`config.mk`:
```
export PLATFORM = sky130hd
export DESIGN_NAME = smag_pwm
export DESIGN_NICKNAME = d
export VERILOG_FILES = /design/src/rtl/smag_pwm.sv
export SDC_FILE = /design/constraint.sdc
export NUM_CORES = 1
export LEC_CHECK = 0
export CAP_MARGIN = 5
export CORE_MARGIN = 2
export CORE_UTILIZATION = 51
export DETAILED_ROUTE_END_ITERATION = 16
export PLACE_DENSITY = 0.93
export SYNTH_ARGS = -nofsm -noshare
export SYNTH_HDL_FRONTEND = slang
export SYNTH_SLANG_ARGS = --single-unit
```
`constraint.sdc`:
```
create_clock -name clk -period 3.2 [get_ports clk]
set_clock_uncertainty 0.15 [all_clocks]
set_input_delay 0.32 -clock clk [delete_from_list [all_inputs] [get_ports clk]]
set_output_delay 0.32 -clock clk [all_outputs]
set_load 0.02 [all_outputs]
```
`src/rtl/smag_pwm.sv`:
```
// Sign-magnitude word to complementary dead-timed PWM; one capture per 2^CW-clock frame.
// Capture takes effect at the next cnt = 0; outputs lag raw compare by 1 (fall) / DT+1 (rise) clocks; no backpressure, inputs are sampled only on 'sample'.
module smag_pwm #(
    parameter int CW    = 8,
    parameter int SHIFT = 8,
    parameter int DT    = 2
) (
    input  logic          clk,
    input  logic          rst_n,
    input  logic [15:0]   in_mag,
    input  logic          in_sign,
    output logic          sample,
    output logic [CW-1:0] duty,
    output logic          sat,
    output logic          pwm_hi,
    output logic          pwm_lo
);

    localparam logic [CW-1:0]      MID_D = {1'b1, {(CW-1){1'b0}}};
    localparam logic signed [31:0] MID_S = 32'sd1 <<< (CW-1);
    localparam logic signed [31:0] MAX_S = (32'sd1 <<< CW) - 32'sd1;

    logic [CW-1:0]      cnt;
    logic [CW-1:0]      duty_q;
    logic [CW-1:0]      duty_nxt;
    logic               sat_q;
    logic               sat_nxt;
    logic [15:0]        mag_sh;
    logic signed [31:0] mag_s;
    logic signed [31:0] v;
    logic               raw;
    logic [DT:0]        sh;

    assign mag_sh = in_mag >> SHIFT;
    assign mag_s  = $signed({16'd0, mag_sh});

    // Offset mapping around MID with clamping into the counter range.
    always_comb begin
        v        = in_sign ? (MID_S + mag_s) : (MID_S - mag_s);
        duty_nxt = v[CW-1:0];
        sat_nxt  = 1'b0;
        if (v > MAX_S) begin
            duty_nxt = '1;
            sat_nxt  = 1'b1;
        end else if (v < 0) begin
            duty_nxt = '0;
            sat_nxt  = 1'b1;
        end
    end

    assign sample = (cnt == {CW{1'b1}});

    always_ff @(posedge clk or negedge rst_n) begin
        if (!rst_n) begin
            cnt    <= '0;
            duty_q <= MID_D;
            sat_q  <= 1'b0;
        end else begin
            cnt <= cnt + CW'(1);
            if (sample) begin
                duty_q <= duty_nxt;
                sat_q  <= sat_nxt;
            end
        end
    end

    assign raw = (cnt < duty_q);

    // Both outputs need DT+1 agreeing raw samples, which opens the dead-time gap.
    always_ff @(posedge clk or negedge rst_n) begin
        if (!rst_n) begin
            sh <= '0;
        end else begin
            sh[0] <= raw;
            for (int i = 1; i <= DT; i++) begin
                sh[i] <= sh[i-1];
            end
        end
    end

    assign pwm_hi = &sh;
    assign pwm_lo = ~|sh;
    assign duty   = duty_q;
    assign sat    = sat_q;

endmodule

```
======== After elaboration in Yosys (flattened, before gate mapping) ========
Index checks and enable logic that the tools add are counted.
storage, ports and cells
  flip-flop bits (word level) ............. 20
  latch bits .............................. 0
  RAM bits ................................ 0
  memory bits (read-only) ................. 0
  output and inout bits ................... 12
  memories ................................ 0
operators by class
  add/sub/neg operators ................... 3
  multipliers ............................. 0
  divide/modulo/power cells ............... 0
  $lt $le $gt $ge ......................... 3
  equal/unequal tests ..................... 1
  shifts and indexed selects .............. 0
  muxes and demuxes ....................... 5
  bitwise gates (word level) .............. 0
  reduce and logical (&&, ||, !) cells .... 3
operators by type and width
  operator                                                                        number
  32-bit by 9-bit > comparator with 1-bit output (second input constant)          1
  32-bit by 1-bit less-than comparator with 1-bit output (second input constant)  1
  32-bit two-way mux                                                              1
  8-bit two-way mux                                                               2
  8-bit by 8-bit adder with 9-bit output (first input constant)                   1
  8-bit by 8-bit subtractor with 9-bit output (first input constant)              1
  8-bit by 1-bit adder with 8-bit output (second input constant)                  1
  8-bit equality test (second input constant)                                     1
  8-bit less-than comparator                                                      1
  3-bit AND reduction                                                             1
  3-bit OR reduction                                                              1
  1-bit two-way mux                                                               2
  1-bit logical NOT                                                               1

======== Logic depth before layout (Yosys ltp) ========
  depth after elaboration ................. 5
  mapped depth ............................ 6

======== Least setup slack after synthesis ========
OpenSTA, ideal clock, no wires.
  path kind ............................... reg-to-reg
  start ................................... register cnt[0]
  end ..................................... register duty_q[3] (netlist: duty[3])
  data arrival time ....................... 1.448 ns
  data required time ...................... 2.930 ns
  setup slack ............................. 1.482 ns
  cell stages (with the launch flop) ...... 7
  buffers on the path ..................... 0
  period minus slack after synthesis ...... 1.718 ns
  cell sequence ........................... dfrtp_1 ha_1 and3_1 nand3_1 inv_1 mux2i_1 a31o_2
between the ends
  word-level cells in the longest chain between the ends .. 1
ends and longest elaborated chain
  item                      RTL line  source
  start: declaration        23        logic [CW-1:0] cnt;
  start signal: assignment  59        cnt <= cnt + CW'(1);
  8-bit equality test       51        assign sample = (cnt == {CW{1'b1}});
  net sample                12        output logic sample,
  end signal: assignment    61        duty_q <= duty_nxt;
  end: declaration          24        logic [CW-1:0] duty_q;
The timed path passes the listed nets, and every way through them passes these cells.
A chain may end at the register's enable or synchronous reset.

======== Worst setup path after layout ========
  start ................................... register cnt[0]
  end ..................................... output port sample
between the ends
  word-level cells in the longest chain between the ends .. 1
ends and longest elaborated chain
  item                 RTL line
  8-bit equality test  51
  end: declaration     12
No other way between the ends.

==> impl_results.md <==
* Outcome: completed
* Critical Path RT at 2.73 ns
* Std cell rows at 17
* Seq cells post-synth at 20
* Filler Cell Count at 185
* Area share of fa/ha/maj cells after synthesis at 0.0958
* IO buf count at 22
* Drt first pass iters at 4
* Layout cells sized above 1 at 0.0621
* Top cells by area, synth: dfrtp_1, ha_1, inv_1, nand2_1, xor2_1
* Clock Sinks at 20
* Average wire per standard cell at between 10 and 15 um
* DR iter-0 viols at 26
* Most used DFF post-synth: dfrtp_1
* Comb pwr share at 0.123
* Final slew viol count at 0
* Max cap viols at 0
* DP HPWL at 1910 um
* Drt drc at 0
* FMAX at between 0.3 and 0.4 GHz
* Die Ht at 52.0 um
* RR Startpoint: cnt[0]
* Net Sw Power at 0.106 mW
* CORE AREA at 2190 um^2
* Num CTS Buffers at 3
* Switching Fraction at 0.245
* Post-synthesis mux area share at 0.00852
* Max-slew headroom at 0.432
* Part of the cycle the worst path needs at 0.826
* Slowest stage delay, CP at 0.63 ns
* Final setup violating endpoints at 0
* Worst hold path class: flip-flop to flip-flop
* Worst Max-Slew Pin Slew at roughly 0.85 ns
* Drt via density at 5.79
* Largest family of logic cells by synthesized area: compound AO/OA/AOI/OAI gates
* Synth Area per Inst at 9.71 um^2
* Insertion delay to the later sink of the worst-skew pair at 0.31 ns
* CP top delay family: buffers and inverters
* Worst setup path start: cnt[0]
* Placer congestion estimate at 0.831
* GRT overflow at 0
* Global Route Usage Sum at 0.198
* Pwr Density at 298 nW/um^2
* Tot Pwr at 0.431 mW
* Post-synth ARST share at 1.00
* Unrepaired setup endpoints after global routing: no
* Hold path startpoint: sh[0]
* Crit-path cells: ha_1, and3_1, nand3_1, buf_4, inv_1, clkdlybuf4s50_1
* Critical Path AT at between 2 and 2.5 ns
* Worst Path Buf+Inv at 3
* TritonCTS clock tree: built
* Worst-path maximum fanout at 15
* Final Util at 0.659
* Setup TNS Final at 0 ns
* N_diodes at 0
* Synth Area in XOR/XNOR at 0.0522
* Deepest clock path buffer count at 2
* Number of global-route vias before repair at 1,001
* Top-count cell post-synth: dfrtp_1
* Final WL at 2420 um
* Yosys top cell by area: dfrtp_1
* Routed via count at 1,001
* Leak at 0.706 nW
* Number of flops mapped to enable cells by yosys at 0
* # IOs at 31
* Die area at 2700 um^2
* Final Hold Viols at 0
* CP max stage cell: clkdlybuf4s50_1
* Setup bufs post-CTS at 0
* Top cells by count, synth: dfrtp_1, inv_1, nand2_1
* Post-Syn Area at 1170 um^2
* CTS clk-pin slew, worst paths at around 0.11 ns
* Pint at 0.325 mW
* Simple-gate portion of the synthesized area at 0.178
* Post-Synthesis Cells at 121
* Compound-Gate Fraction of Synth Area at 0.183
* Clk pwr share at 0.287
* Seq/Total Area, Yosys at 0.427
* P&R area growth vs syn at 22.9%
* Root Driver: clkbuf_4
* Area share of the largest cell type after synthesis at 0.405
* Hold Buf Count CTS at 0
* Initial antenna violation count at 0
* Htree depth at 1
* Startpoint types: flip-flop
* Post-route ant nets at 0
* Largest net degree at the start of global routing at 21
* Kind of critical path: flip-flop to primary output
* Initial Util at 0.536
* Critical Path Sink Type: primary output
* First-pass GRT wire length at 3970 um
* Syn Nets at 149
* Part of the power in registers at 0.590
* Die W at slightly above 50 um
* Final min period at 2.64 ns
* Cts repair resizes at 0
* Unique masters post-synth at 37
* Peak supply drop at 198 uV
* Nets@finish at 174
* Ys Warns at 0
## worst reg2reg max path, delay by kind of cell (launching register included)
family | cells | cell delay [ns]
compound gates | 1 | 0.21
fa+ha+maj | 1 | 0.22
buf+inv | 2 | 0.30
flops | 1 | 0.42
mux | 1 | 0.13
simple gates | 2 | 0.28
## flip-flops by register name (all words and copies together), names as in the netlist
name and cells:
sat 1, sh 3, duty 8, cnt 8
## final timing paths
kind / end / slack [ns] / depth (start not counted)
max: sample / 0.56 / 6
min: sh[1] / 0.26 / 0
max reg2reg: duty[3] / 1.38 / 7
min reg2reg: sh[1] / 0.26 / 0
max in group asynchronous: sh[2] / 2.04 / 1
min in group asynchronous: cnt[6] / 0.34 / 1
## routing by layer
layer	track usage	up-vias	share of wire
met4	0.110	0	0.019
li1	-	488	-
met1	0.210	478	0.41
met2	0.376	30	0.53
met5	0	-	0
met3	0.0172	5	0.037
## cell type report
cell class | count | area [um^2] | area share
Inverter | 12 | 45.0 | 0.0312
Sequential cell | 20 | 502 | 0.347
Clock buffer | 4 | 26.3 | 0.0182
Timing Repair Buffer | 23 | 228 | 0.158
Tap cell | 28 | 35.0 | 0.0243
Multi-Input combinational cell | 86 | 608 | 0.421
## cells by family (layout without fill, tap and decap cells)
group                    after synthesis  in the layout
AO/OA/AOI/OAI                         29             29
XOR/XNOR                               7              7
adder cells (fa/ha/maj)                9              9
buffers and inverters                 15             39
flip-flops                            20             20
multiplexers                           1              1
AND/OR/NAND/NOR                       40             40
## layout by cell type, fill, tap and decap left out, types with 2 or more instances in the layout
master	n
a21oi_1	6
a31oi_1	2
and3_1	4
clkbuf_4	3
clkdlybuf4s50_1	22
dfrtp_1	19
ha_1	9
inv_1	12
nand2_1	10
nand2b_1	2
nand3_1	6
nor2_1	6
nor3_1	3
nor4_1	3
o21ai_0	6
o31ai_1	4
xnor2_1	3
xor2_1	4
## power groups by stage
stage | combinational, mW | clock, mW | sequential (mW)
floorplan | 0.0226 | 0 | 0.260
global placement | 0.0499 | 0 | 0.259
detailed placement | 0.0522 | 0 | 0.259
CTS | 0.0525 | 0.128 | 0.254
global route | 0.0578 | 0.134 | 0.254
finish | 0.0530 | 0.124 | 0.254
## through the flow
stage | instance area [um^2] | hold WS (ns) | instances | worst slack [ns]
2_1_floorplan | 1170 | -0.126 | 121 | 1.48
3_3_place_gp | 1420 | 0.227 | 169 | 0.898
3_5_place_dp | 1420 | 0.233 | 169 | 0.822
4_1_cts | 1440 | 0.255 | 173 | 0.543
5_1_grt | 1440 | 0.279 | 173 | 0.428
6_report | 1440 | 0.255 | 173 | 0.558
Note: power is estimated with default switching activity, not from simulation.
